## src/rtl/lorenz_pkg.sv

```systemverilog
// Shared constants and types for the Lorenz-attractor keystream block.
// Holds the attractor state widths, the byte width, the FSM state encoding
// and the default warm-up length and FIFO depth.
package lorenz_pkg;

  localparam int X_W                = 33;
  localparam int YZ_W               = 34;
  localparam int BYTE_W             = 8;
  localparam int WARMUP_DEFAULT     = 16;
  localparam int FIFO_DEPTH_DEFAULT = 4;

  typedef enum logic [1:0] {
    ST_IDLE   = 2'd0,
    ST_WARMUP = 2'd1,
    ST_RUN    = 2'd2
  } ks_state_t;

endpackage

```

## src/rtl/ks_fifo.sv

```systemverilog
// Small synchronous FIFO used as the keystream byte buffer.
// Latency: a byte pushed into an empty FIFO appears on head one cycle later.
// Backpressure: pushes while full and pops while empty are ignored; the caller
//   uses full/empty to avoid them.
// Ports: clk, rst (sync, active-high), push/push_data, pop, full, empty,
//   head (value of the oldest entry, driven straight from storage registers).
module ks_fifo
  import lorenz_pkg::*;
#(
  parameter int DEPTH = FIFO_DEPTH_DEFAULT,
  parameter int W     = BYTE_W
) (
  input  logic         clk,
  input  logic         rst,
  input  logic         push,
  input  logic [W-1:0] push_data,
  input  logic         pop,
  output logic         full,
  output logic         empty,
  output logic [W-1:0] head
);

  localparam int AW = (DEPTH > 1) ? $clog2(DEPTH) : 1;

  logic [W-1:0] mem [DEPTH];
  // One extra pointer bit distinguishes full from empty when the indices match.
  logic [AW:0]  wr_ptr;
  logic [AW:0]  rd_ptr;
  logic         do_push;
  logic         do_pop;

  assign empty   = (wr_ptr == rd_ptr);
  assign full    = (wr_ptr[AW] != rd_ptr[AW]) && (wr_ptr[AW-1:0] == rd_ptr[AW-1:0]);
  assign do_push = push && !full;
  assign do_pop  = pop && !empty;
  assign head    = mem[rd_ptr[AW-1:0]];

  always_ff @(posedge clk) begin
    if (rst) begin
      wr_ptr <= '0;
      rd_ptr <= '0;
      // Storage is cleared so the head reads zero straight out of reset.
      for (int i = 0; i < DEPTH; i++) begin
        mem[i] <= '0;
      end
    end else begin
      if (do_push) begin
        mem[wr_ptr[AW-1:0]] <= push_data;
        wr_ptr              <= wr_ptr + 1'b1;
      end
      if (do_pop) begin
        rd_ptr <= rd_ptr + 1'b1;
      end
    end
  end

endmodule

```

## src/rtl/lorenz_keystream.sv

```systemverilog
// Keystream generator: XORs one bit of each Lorenz state variable per accepted
//   sample, discards WARMUP samples after each enable rise, packs bits MSB-first
//   into bytes and buffers them in a small FIFO.
// Latency: a completed byte is visible on out_data one cycle after its last bit
//   is accepted (when the FIFO was empty).
// Backpressure: in_ready drops only while a byte is about to complete and the
//   FIFO is full; it depends on registered state only.
// Ports: clk, rst (sync, active-high), enable, in_valid/in_ready with x_in,
//   y_in, z_in samples, out_valid/out_ready with out_data bytes.
// Optional: define KS_VON_NEUMANN_EN to debias raw bits in pairs before packing.
module lorenz_keystream
  import lorenz_pkg::*;
#(
  parameter int WARMUP     = WARMUP_DEFAULT,
  parameter int BIT_SEL    = 0,
  parameter int FIFO_DEPTH = FIFO_DEPTH_DEFAULT
) (
  input  logic              clk,
  input  logic              rst,
  input  logic              enable,
  input  logic              in_valid,
  output logic              in_ready,
  input  logic [X_W-1:0]    x_in,
  input  logic [YZ_W-1:0]   y_in,
  input  logic [YZ_W-1:0]   z_in,
  output logic              out_valid,
  input  logic              out_ready,
  output logic [BYTE_W-1:0] out_data
);

  localparam int WCW = $clog2(WARMUP + 2);

  ks_state_t         state_q, state_d;
  logic [WCW-1:0]    wcnt_q, wcnt_d, wcnt_inc;
  logic [2:0]        bcnt_q, bcnt_d;
  logic [BYTE_W-1:0] sreg_q, sreg_d;
  logic              accept;
  logic              raw_bit;
  logic              bit_take;
  logic              bit_val;
  logic              push;
  logic [BYTE_W-1:0] push_byte;
  logic              fifo_full;
  logic              fifo_empty;
  logic              byte_pending;
  // Only bit BIT_SEL of each state variable is used; the rest are folded here
  // so the remaining input bits are deliberately consumed.
  logic              unused_state_bits;

`ifdef KS_VON_NEUMANN_EN
  logic phase_q, phase_d;
  logic first_q, first_d;
  assign byte_pending = phase_q && (bcnt_q == 3'd7);
`else
  assign byte_pending = (bcnt_q == 3'd7);
`endif

  assign unused_state_bits = ^{x_in, y_in, z_in};
  assign raw_bit   = x_in[BIT_SEL] ^ y_in[BIT_SEL] ^ z_in[BIT_SEL];
  assign in_ready  = !((state_q == ST_RUN) && byte_pending && fifo_full);
  assign accept    = in_valid && in_ready;
  assign wcnt_inc  = wcnt_q + WCW'(1);
  assign out_valid = !fifo_empty;

  always_comb begin
    state_d   = state_q;
    wcnt_d    = wcnt_q;
    bcnt_d    = bcnt_q;
    sreg_d    = sreg_q;
    push      = 1'b0;
    push_byte = {sreg_q[BYTE_W-2:0], bit_val};
    bit_take  = 1'b0;
    bit_val   = 1'b0;
`ifdef KS_VON_NEUMANN_EN
    phase_d   = phase_q;
    first_d   = first_q;
`endif
    case (state_q)
      ST_IDLE: begin
        wcnt_d = '0;
        bcnt_d = '0;
        sreg_d = '0;
        if (enable) begin
          state_d = (WARMUP == 0) ? ST_RUN : ST_WARMUP;
        end
      end
      ST_WARMUP: begin
        if (accept) begin
          if (wcnt_inc == WCW'(WARMUP)) begin
            state_d = ST_RUN;
            wcnt_d  = '0;
          end else begin
            wcnt_d = wcnt_inc;
          end
        end
      end
      ST_RUN: begin
        if (accept) begin
`ifdef KS_VON_NEUMANN_EN
          // First bit of a pair is parked; unequal pairs emit the first bit.
          if (!phase_q) begin
            phase_d = 1'b1;
            first_d = raw_bit;
          end else begin
            phase_d = 1'b0;
            if (first_q != raw_bit) begin
              bit_take = 1'b1;
              bit_val  = first_q;
            end
          end
`else
          bit_take = 1'b1;
          bit_val  = raw_bit;
`endif
        end
        if (bit_take) begin
          sreg_d    = {sreg_q[BYTE_W-2:0], bit_val};
          push_byte = {sreg_q[BYTE_W-2:0], bit_val};
          bcnt_d    = bcnt_q + 3'd1;
          push      = (bcnt_q == 3'd7);
        end
      end
      default: state_d = ST_IDLE;
    endcase
    // Dropping enable abandons any partial byte and pending pair.
    if (!enable) begin
      state_d = ST_IDLE;
      wcnt_d  = '0;
      bcnt_d  = '0;
      sreg_d  = '0;
      push    = 1'b0;
`ifdef KS_VON_NEUMANN_EN
      phase_d = 1'b0;
      first_d = 1'b0;
`endif
    end
  end

  always_ff @(posedge clk) begin
    if (rst) begin
      state_q <= ST_IDLE;
      wcnt_q  <= '0;
      bcnt_q  <= '0;
      sreg_q  <= '0;
`ifdef KS_VON_NEUMANN_EN
      phase_q <= 1'b0;
      first_q <= 1'b0;
`endif
    end else begin
      state_q <= state_d;
      wcnt_q  <= wcnt_d;
      bcnt_q  <= bcnt_d;
      sreg_q  <= sreg_d;
`ifdef KS_VON_NEUMANN_EN
      phase_q <= phase_d;
      first_q <= first_d;
`endif
    end
  end

  ks_fifo #(
    .DEPTH (FIFO_DEPTH),
    .W     (BYTE_W)
  ) u_fifo (
    .clk       (clk),
    .rst       (rst),
    .push      (push),
    .push_data (push_byte),
    .pop       (out_ready),
    .full      (fifo_full),
    .empty     (fifo_empty),
    .head      (out_data)
  );

endmodule

```

## config.mk

```make
export PLATFORM = sky130hd
export DESIGN_NAME = lorenz_keystream
export DESIGN_NICKNAME = d
export VERILOG_FILES = /design/src/rtl/lorenz_pkg.sv /design/src/rtl/ks_fifo.sv /design/src/rtl/lorenz_keystream.sv
export SDC_FILE = /design/constraint.sdc
export NUM_CORES = 1
export LEC_CHECK = 0
export CORE_MARGIN = 3
export CORE_UTILIZATION = 40
export CTS_BUF_LIST = sky130_fd_sc_hd__clkbuf_4 sky130_fd_sc_hd__clkbuf_8
export CTS_CLUSTER_SIZE = 10
export DETAILED_ROUTE_END_ITERATION = 10
export GPL_TIMING_DRIVEN = 0
export PLACE_DENSITY = 0.76
export SKIP_LAST_GASP = 1
export SYNTH_ARGS = -nofsm -noshare
export SYNTH_HDL_FRONTEND = slang
export SYNTH_SLANG_ARGS = --single-unit
```

## constraint.sdc

```tcl
create_clock -name clk -period 2.5 [get_ports clk]
set_input_delay 0.5 -clock clk [delete_from_list [all_inputs] [get_ports clk]]
set_output_delay 0.5 -clock clk [all_outputs]
set_load 0.005 [all_outputs]
```

==> PnR_summary.wiki, run 1 <==
{| class="wikitable"
! Metric !! Value
|-
| Most used flip-flop cell after synthesis || sky130_fd_sc_hd__edfxtp_1
|-
| RR Startpoint || state_q[1]$_SDFFE_PP0P_
|-
| Die footprint || 0.00774 sq mm
|-
| Clock buffer depth || 2
|-
| Relative slew slack || 0.569
|-
| Register cell area after layout || 0.00147 sq mm
|-
| Antenna violations before repair || 0
|-
| Post-detailed-route via-to-cell ratio || 5.22
|-
| Syn Inst Count || 220
|-
| Top-level I/O count || 116
|-
| Placed Instances || 313
|-
| Power density cells || 646 mW/mm^2
|-
| Number of inserted filler cells in the final layout || 574
|-
| Row count || 29
|-
| Footprint of the multi-input gates || 0.00121 sq mm
|-
| Initial Util || 0.418
|-
| CP Launch Type || flop
|-
| Commonest cells post-synth || sky130_fd_sc_hd__edfxtp_1, sky130_fd_sc_hd__and2_1, sky130_fd_sc_hd__dfxtp_1
|-
| Clock slew at the register clock pins of the worst setup and hold paths || 0.07 ns
|-
| Gpl congestion || 0.829
|-
| Total half-perimeter wirelength after legalization and detailed placement || 3340 um
|-
| Average detailed-routed wire length per instance || 14.7 um
|-
| Max-capacitance violation count || 0
|-
| Critical path endpoint || out_data[0]
|-
| Number of nets at the end of the flow || 356
|-
| Deepest level of the CTS H-tree || 3
|-
| Mapped Nets || 331
|-
| Vias in the first global route || 1670
|-
| Met3 layer wire length in the routed design || 198 um
|-
| Worst hold-check slack || 0.477 ns
|-
| Source-to-sink clock delay at the later pin of the worst-skew pair || 0.34 ns
|-
| Layout area overhead || 18.6%
|-
| Cell at the root of the clock tree || sky130_fd_sc_hd__clkbuf_8
|-
| Routed Wire Length || 4800 um
|-
| Clock tree from TritonCTS || built
|-
| Largest net degree at the start of global routing || 11
|-
| Final critical-path required period || 2.37 ns
|-
| Initial drt markers || 75
|-
| Flop-to-flop setup slack || 0.19 ns
|-
| Asr flop ratio synth || 0
|-
| Number of non-filler instances in the completed layout || 327
|-
| Arr. time, crit path || 1.87 ns
|-
| Total via count in the routed design || 1707
|-
| Met1 WL || 2200 um
|-
| Total inserted antenna cells || 0
|-
| Post-synth EDFFs || 32
|-
| Worst slack after detailed placement || -0.428 ns
|-
| Highest ir drop seen on vdd || 0.420 mV
|-
| Part of the cycle the worst path needs || 0.948
|-
| Number of buffers added on ports || 16
|-
| Clock skew after layout || 0.00877 ns
|-
| TNS Setup || 0 ns
|-
| CP Capture Type || output pin
|-
| Setup violators final || 0
|-
| Number of CTS-inserted buffers || 9
|-
| Synthesized cell area || 0.00269 sq mm
|-
| Syn avg cell area || 12.2 sq um
|-
| Most common cell in the netlist || sky130_fd_sc_hd__edfxtp_1
|-
| Global router's overall resource usage || 0.137
|-
| Die width || 88.0 um
|-
| Setup Crit Path Kind || flop to output pin
|-
| Data required, critical path || 2.00 ns
|-
| Wire length of the first global-routing pass || 7900 um
|-
| Pin slew with the least headroom to its limit || 0.644 ns
|-
| Sequential fraction of the synthesis area || 0.544
|-
| Worst reg2reg path endpoint || u_fifo.mem[1][6]$_SDFFCE_PN0P_
|-
| Die span in y || 88.0 um
|-
| Number of optimization iterations in the first detailed-route pass || 4
|-
| Unrepaired setup endpoints after global routing || no
|-
| Share of cells above drive strength 1 || 0.152
|-
| Result of the run || finished clean
|-
| Fmax || 422 MHz
|-
| Aggregate global routing overflow || 0
|-
| Core region area || 0.00642 sq mm
|-
| Number of storage elements in the synthesis netlist || 57
|-
| Max layer used || met4
|-
| Yosys warnings || 0
|-
| DRC violations left || 0
|-
| Total count of hold-check failures in the final report || 0
|-
| Tightest Hold Check Type || flop to flop
|-
| Post-synth top area share || 0.358
|-
| Cell variety after synth || 44
|-
| Leading cell types by total area after synthesis || sky130_fd_sc_hd__edfxtp_1, sky130_fd_sc_hd__dfxtp_1, sky130_fd_sc_hd__and2_1
|-
| Max-slew violation count || 0
|-
| Worst Reg2Reg Path Length in Cells || 5
|-
| Sum of met2 wire segment lengths after detailed routing || 2330 um
|-
| Post-route setup slack || 0.131 ns
|-
| Number of nets still failing antenna checks after routing || 0
|-
| Max Fanout on Critical Path || 8
|-
| Static leakage || 1.08 nW
|-
| Most area-hungry cell type in the Yosys netlist || sky130_fd_sc_hd__edfxtp_1
|-
| Number of buffers added for setup after CTS || 0
|-
| # clock sinks || 57
|}
==> worst min path at each step <==
stage | startpoint | endpoint | slack, ns | cells after the start
6_report | bcnt_q[2]$_SDFFE_PP0P_ | bcnt_q[2]$_SDFFE_PP0P_ | 0.48 | 2
5_1_grt | bcnt_q[2]$_SDFFE_PP0P_ | bcnt_q[2]$_SDFFE_PP0P_ | 0.52 | 2
3_3_place_gp | bcnt_q[2]$_SDFFE_PP0P_ | bcnt_q[2]$_SDFFE_PP0P_ | 0.45 | 2
4_1_cts | bcnt_q[2]$_SDFFE_PP0P_ | bcnt_q[2]$_SDFFE_PP0P_ | 0.48 | 2
3_5_place_dp | bcnt_q[2]$_SDFFE_PP0P_ | bcnt_q[2]$_SDFFE_PP0P_ | 0.47 | 2
2_1_floorplan | bcnt_q[2]$_SDFFE_PP0P_ | bcnt_q[2]$_SDFFE_PP0P_ | 0.44 | 2
==> flip-flops by register name (all words and copies together) (netlist names), named ones only <==
| signal | count |
|---|---|
| u_fifo.mem | 32 |
| sreg_q | 7 |
| wcnt_q | 5 |
| bcnt_q | 3 |
| u_fifo.rd_ptr | 3 |
| u_fifo.wr_ptr | 3 |
| state_q | 2 |
==> per-layer routing <==
metal | vias up | global-route usage
met2 | 29 | 0.217
met3 | 5 | 0.0593
met5 | - | 0
li1 | 846 | -
met1 | 827 | 0.164
met4 | 0 | 0.0544
==> final cells by class <==
cell class / count / share of cell area
sequential: 57 / 0.460
multi-input combinational: 152 / 0.380
timing repair buffer: 16 / 0.0503
clock buffer: 12 / 0.0479
tap: 77 / 0.0302
clock inverter: 4 / 0.0216
buffer: 6 / 0.00707
inverter: 3 / 0.00353
==> logic make-up after synthesis <==
logic type / share of synthesized area
multiplexers: 0.0745
flip-flops: 0.544
XOR/XNOR: 0.0456
buffers and inverters: 0.0154
adder cells (fa/ha/maj): 0.0233
AO/OA/AOI/OAI: 0.0866
AND/OR/NAND/NOR: 0.211
==> worst max-delay path, stage by stage (launching register included) <==
cell and delay, ns:
sky130_fd_sc_hd__dfxtp_2 0.51, sky130_fd_sc_hd__mux4_2 0.56, sky130_fd_sc_hd__clkdlybuf4s50_1 0.46
==> where the power goes <==
group	leakage, nW	switching, W	internal [W]
clock network	0.115	0.000355	0.000606
logic	0.455	0.0000380	0.0000398
registers	0.507	0.00000728	0.00101
==> what timing repair did <==
action                     4_1_cts  5_1_grt
hold buffers                     0        0
gates resized for setup          5        3
pin swaps                        0        0
setup endpoints to repair       18       24
==> per-stage QoR <==
step                power, W  instance area [sq um]  utilization
floorplan            0.00108                   2690            -
global placement     0.00112                   2940        0.458
detailed placement   0.00112                   2940        0.458
CTS                  0.00208                   3180        0.495
global route         0.00212                   3190        0.496
finish               0.00206                   3190        0.496
==> cells in the final DEF (no fill, tap or decap), types with 2 or more instances in the layout <==
cell and n:
sky130_fd_sc_hd__a21oi_1 3, sky130_fd_sc_hd__a22oi_1 2, sky130_fd_sc_hd__and2_1 29, sky130_fd_sc_hd__bufinv_16 2
sky130_fd_sc_hd__clkbuf_1 6, sky130_fd_sc_hd__clkbuf_4 2, sky130_fd_sc_hd__clkbuf_8 10, sky130_fd_sc_hd__clkdlybuf4s50_1 16
sky130_fd_sc_hd__dfxtp_1 22, sky130_fd_sc_hd__dfxtp_2 3, sky130_fd_sc_hd__edfxtp_1 32, sky130_fd_sc_hd__ha_1 5
sky130_fd_sc_hd__inv_1 3, sky130_fd_sc_hd__mux2i_1 2, sky130_fd_sc_hd__mux4_2 8, sky130_fd_sc_hd__nand2_1 16
sky130_fd_sc_hd__nand2b_1 2, sky130_fd_sc_hd__nand3_1 14, sky130_fd_sc_hd__nor2_1 11, sky130_fd_sc_hd__nor2b_1 8
sky130_fd_sc_hd__nor3_1 4, sky130_fd_sc_hd__nor4b_4 2, sky130_fd_sc_hd__o21ai_0 10, sky130_fd_sc_hd__o31ai_1 2
sky130_fd_sc_hd__or2_4 3, sky130_fd_sc_hd__or3_1 2, sky130_fd_sc_hd__xnor2_1 3, sky130_fd_sc_hd__xor2_1 5
sky130_fd_sc_hd__xor2_4 2
No activity file was read; power rests on OpenSTA's default activity.
==> run 2, diff against run 1 <==
--- a/config.mk
+++ b/config.mk
@@ -5,13 +5,14 @@
 export SDC_FILE = /design/constraint.sdc
 export NUM_CORES = 1
 export LEC_CHECK = 0
+export ABC_AREA = 1
 export CORE_MARGIN = 3
 export CORE_UTILIZATION = 40
 export CTS_BUF_LIST = sky130_fd_sc_hd__clkbuf_4 sky130_fd_sc_hd__clkbuf_8
 export CTS_CLUSTER_SIZE = 10
 export DETAILED_ROUTE_END_ITERATION = 10
 export GPL_TIMING_DRIVEN = 0
-export PLACE_DENSITY = 0.76
+export PLACE_DENSITY = 0.77
 export SKIP_LAST_GASP = 1
 export SYNTH_ARGS = -nofsm -noshare
 export SYNTH_HDL_FRONTEND = slang
==> PnR_summary.wiki, run 2 <==
{| class="wikitable"
! Metric !! Value
|-
| Average detailed-routed wire length per instance || 13.3 um
|-
| Number of buffers added for setup after CTS || 0
|-
| Part of the cycle the worst path needs || 0.961
|-
| Vias in the first global route || 1961
|-
| Cell variety after synth || 28
|-
| Relative slew slack || 0.519
|-
| DRC violations left || 0
|-
| Post-synth top area share || 0.371
|-
| Initial Util || 0.425
|-
| Max-slew violation count || 0
|-
| Gpl congestion || 0.848
|-
| Leading cell types by total area after synthesis || sky130_fd_sc_hd__edfxtp_1, sky130_fd_sc_hd__dfxtp_1, sky130_fd_sc_hd__nor2_1
|-
| Wire length of the first global-routing pass || 8910 um
|-
| Static leakage || 1.09 nW
|-
| Buf+Inv Stages, Crit Path || 2
|-
| Clock tree from TritonCTS || built
|-
| Origin of the worst min-delay path || bcnt_q[1]$_SDFFE_PP0P_
|-
| Sequential share of power || 0.467
|-
| Unrepaired setup endpoints after global routing || no
|-
| Die span in y || 86.5 um
|-
| Asr flop ratio synth || 0
|-
| Total half-perimeter wirelength after legalization and detailed placement || 3850 um
|-
| Crit path cell chain || clkdlybuf4s50_1, nand2_1, nor3_4, nand2_1, o31ai_1, buf_2
|-
| Number of buffers added on ports || 17
|-
| Largest registers in the final layout || u_fifo.mem: 32 flops, sreg_q: 7 flops, wcnt_q: 5 flops
|-
| Setup violators final || 0
|-
| Share of cells above drive strength 1 || 0.105
|-
| Max Fanout on Critical Path || 6
|-
| Data required, critical path || 2.54 ns
|-
| Met1 GRT Util || 0.184
|-
| Initial drt markers || 196
|-
| Final critical-path required period || 2.40 ns
|-
| Die width || 86.5 um
|-
| Most prevalent standard cell on the critical path || sky130_fd_sc_hd__nand2_1
|-
| Most common cell in the netlist || sky130_fd_sc_hd__nor2_1
|-
| Post-synth EDFFs || 32
|-
| Yosys warnings || 0
|-
| Share of power burned in the clock network || 0.436
|-
| Global router's overall resource usage || 0.153
|-
| # clock sinks || 57
|-
| TNS Setup || 0 ns
|-
| Clock skew after layout || 0.00690 ns
|-
| Total inserted antenna cells || 0
|-
| Delay of the slowest cell on the worst path || 0.60 ns
|-
| Internal portion of total power || 0.00170 W
|-
| Clock slew at the register clock pins of the worst setup and hold paths || 0.07 ns
|-
| Post-detailed-route via-to-cell ratio || 5.08
|-
| Global-route met2 utilization || 0.257
|-
| Slowest cell on the critical path || sky130_fd_sc_hd__o31ai_1
|-
| CP Launch Type || input port
|-
| Placed Instances || 384
|-
| Fmax || 416 MHz
|-
| Highest ir drop seen on vdd || 0.371 mV
|-
| Deepest level of the CTS H-tree || 3
|-
| Number of optimization iterations in the first detailed-route pass || 6
|-
| Max-capacitance violation count || 0
|-
| Most common library cell in the layout ignoring fill and taps || sky130_fd_sc_hd__nor2_1
|-
| Source-to-sink clock delay at the later pin of the worst-skew pair || 0.34 ns
|-
| Sequential fraction of the synthesis area || 0.564
|-
| RR Startpoint || bcnt_q[0]$_SDFFE_PP0P_
|-
| Part of the power in combinational logic || 0.097
|-
| Die footprint || 0.00748 sq mm
|-
| Most crowded layer after global routing || met2
|-
| Mapped Nets || 402
|-
| Cell at the root of the clock tree || sky130_fd_sc_hd__clkbuf_8
|-
| Syn Inst Count || 291
|-
| GR Layer Usage met3 || 0.0523
|-
| Most used flip-flop cell after synthesis || sky130_fd_sc_hd__edfxtp_1
|-
| Antenna violations before repair || 0
|-
| Setup Crit Path Kind || input port to flop
|-
| Number of CTS-inserted buffers || 9
|-
| Psw || 0.000541 W
|-
| Number of nets at the end of the flow || 431
|-
| Switching share of power || 0.241
|-
| Largest net degree at the start of global routing || 13
|-
| Total via count in the routed design || 2033
|-
| Top register by number of flip-flops || u_fifo.mem
|-
| Total count of hold-check failures in the final report || 0
|-
| Flip-flop count of the largest register, all copies and words added || 32
|-
| Pin slew with the least headroom to its limit || 0.715 ns
|-
| Power density cells || 724 mW/mm^2
|-
| Post-CTS Hold Fix Bufs || 0
|-
| Most area-hungry cell type in the Yosys netlist || sky130_fd_sc_hd__edfxtp_1
|-
| Top delay family on crit path || buffers and inverters
|-
| Row count || 28
|-
| Tightest Hold Check Type || flop to flop
|-
| Number of storage elements in the synthesis netlist || 57
|-
| # resized after CTS || 3
|-
| Clock buffer depth || 2
|-
| Most frequent cells in the layout || sky130_fd_sc_hd__nor2_1, sky130_fd_sc_hd__nand2_1, sky130_fd_sc_hd__edfxtp_1, sky130_fd_sc_hd__inv_1, sky130_fd_sc_hd__dfxtp_1
|-
| Layout area overhead || 19.5%
|-
| Number of non-filler instances in the completed layout || 400
|-
| Result of the run || finished clean
|-
| Top-level I/O count || 116
|-
| Syn avg cell area || 8.91 sq um
|-
| Routed Wire Length || 5330 um
|-
| Source of the critical timing path || in_valid
|-
| Synthesized cell area || 0.00259 sq mm
|-
| Number of nets still failing antenna checks after routing || 0
|-
| Commonest cells post-synth || sky130_fd_sc_hd__nor2_1, sky130_fd_sc_hd__nand2_1, sky130_fd_sc_hd__edfxtp_1
|-
| Aggregate global routing overflow || 0
|-
| Core region area || 0.00610 sq mm
|-
| Arr. time, crit path || 2.44 ns
|-
| CP Capture Type || flop
|}
==> run 2: area by class of cell <==
| type | instances | area, sq um |
|---|---|---|
| Fill cell | 552 | 3000 |
| Sequential cell | 57 | 1460 |
| Multi-Input combinational cell | 197 | 990 |
| Timing Repair Buffer | 18 | 178 |
| Clock buffer | 9 | 124 |
| Inverter | 31 | 116 |
| Clock inverter | 7 | 101 |
| Tap cell | 75 | 93.8 |
| Buffer | 6 | 32.5 |
==> run 2: through the flow <==
stage	hold slack, ns	cell area (sq um)	worst slack [ns]	power, W	util
after floorplan	0.452	2590	0.453	0.00117	-
after global placement	0.467	2860	-0.556	0.00127	0.469
after detailed placement	0.469	2860	-0.272	0.00128	0.469
after CTS	0.480	3090	0.0363	0.00226	0.507
after global routing	0.517	3100	0.00900	0.00233	0.508
final	0.485	3100	0.0987	0.00224	0.508
==> run 2: cells by family after synthesis <==
logic type,count (synthesis),share of synthesized area
buf+inv,37,0.0555
flops,57,0.564
compound gates,51,0.104
xor+xnor,4,0.0135
fa+ha+maj,5,0.0241
simple gates,137,0.239
==> run 2: path summary, 6_finish.rpt <==
kind / cells after the start / slack, ns / endpoint
min: 2 / 0.48 / bcnt_q[1]$_SDFFE_PP0P_
max reg2reg: 7 / 0.23 / u_fifo.mem[3][5]$_DFFE_PP_
min reg2reg: 2 / 0.48 / bcnt_q[1]$_SDFFE_PP0P_
max: 6 / 0.1 / u_fifo.mem[3][5]$_DFFE_PP_
==> run 2: routing by layer <==
metal  wire, um  part of all wire
met1       2360              0.44
met2       2660              0.50
met3        230             0.043
met4         75             0.014
met5          0                 0
==> run 2: worst register-to-register path, cell delays in order (launching register included) <==
cell and delay [ns]:
sky130_fd_sc_hd__dfxtp_1 0.34, sky130_fd_sc_hd__ha_1 0.15, sky130_fd_sc_hd__ha_1 0.15, sky130_fd_sc_hd__inv_1 0.07, sky130_fd_sc_hd__nor3_4 0.24, sky130_fd_sc_hd__nand2_1 0.10, sky130_fd_sc_hd__o31ai_1 0.60, sky130_fd_sc_hd__buf_2 0.33
==> run 2: power groups by stage <==
stage	logic [W]	clock network, W	registers, W
2_1_floorplan	0.000111	0	0.00106
3_3_place_gp	0.000211	0	0.00106
3_5_place_dp	0.000218	0	0.00107
4_1_cts	0.000220	0.000993	0.00105
5_1_grt	0.000246	0.00104	0.00105
6_report	0.000218	0.000978	0.00105
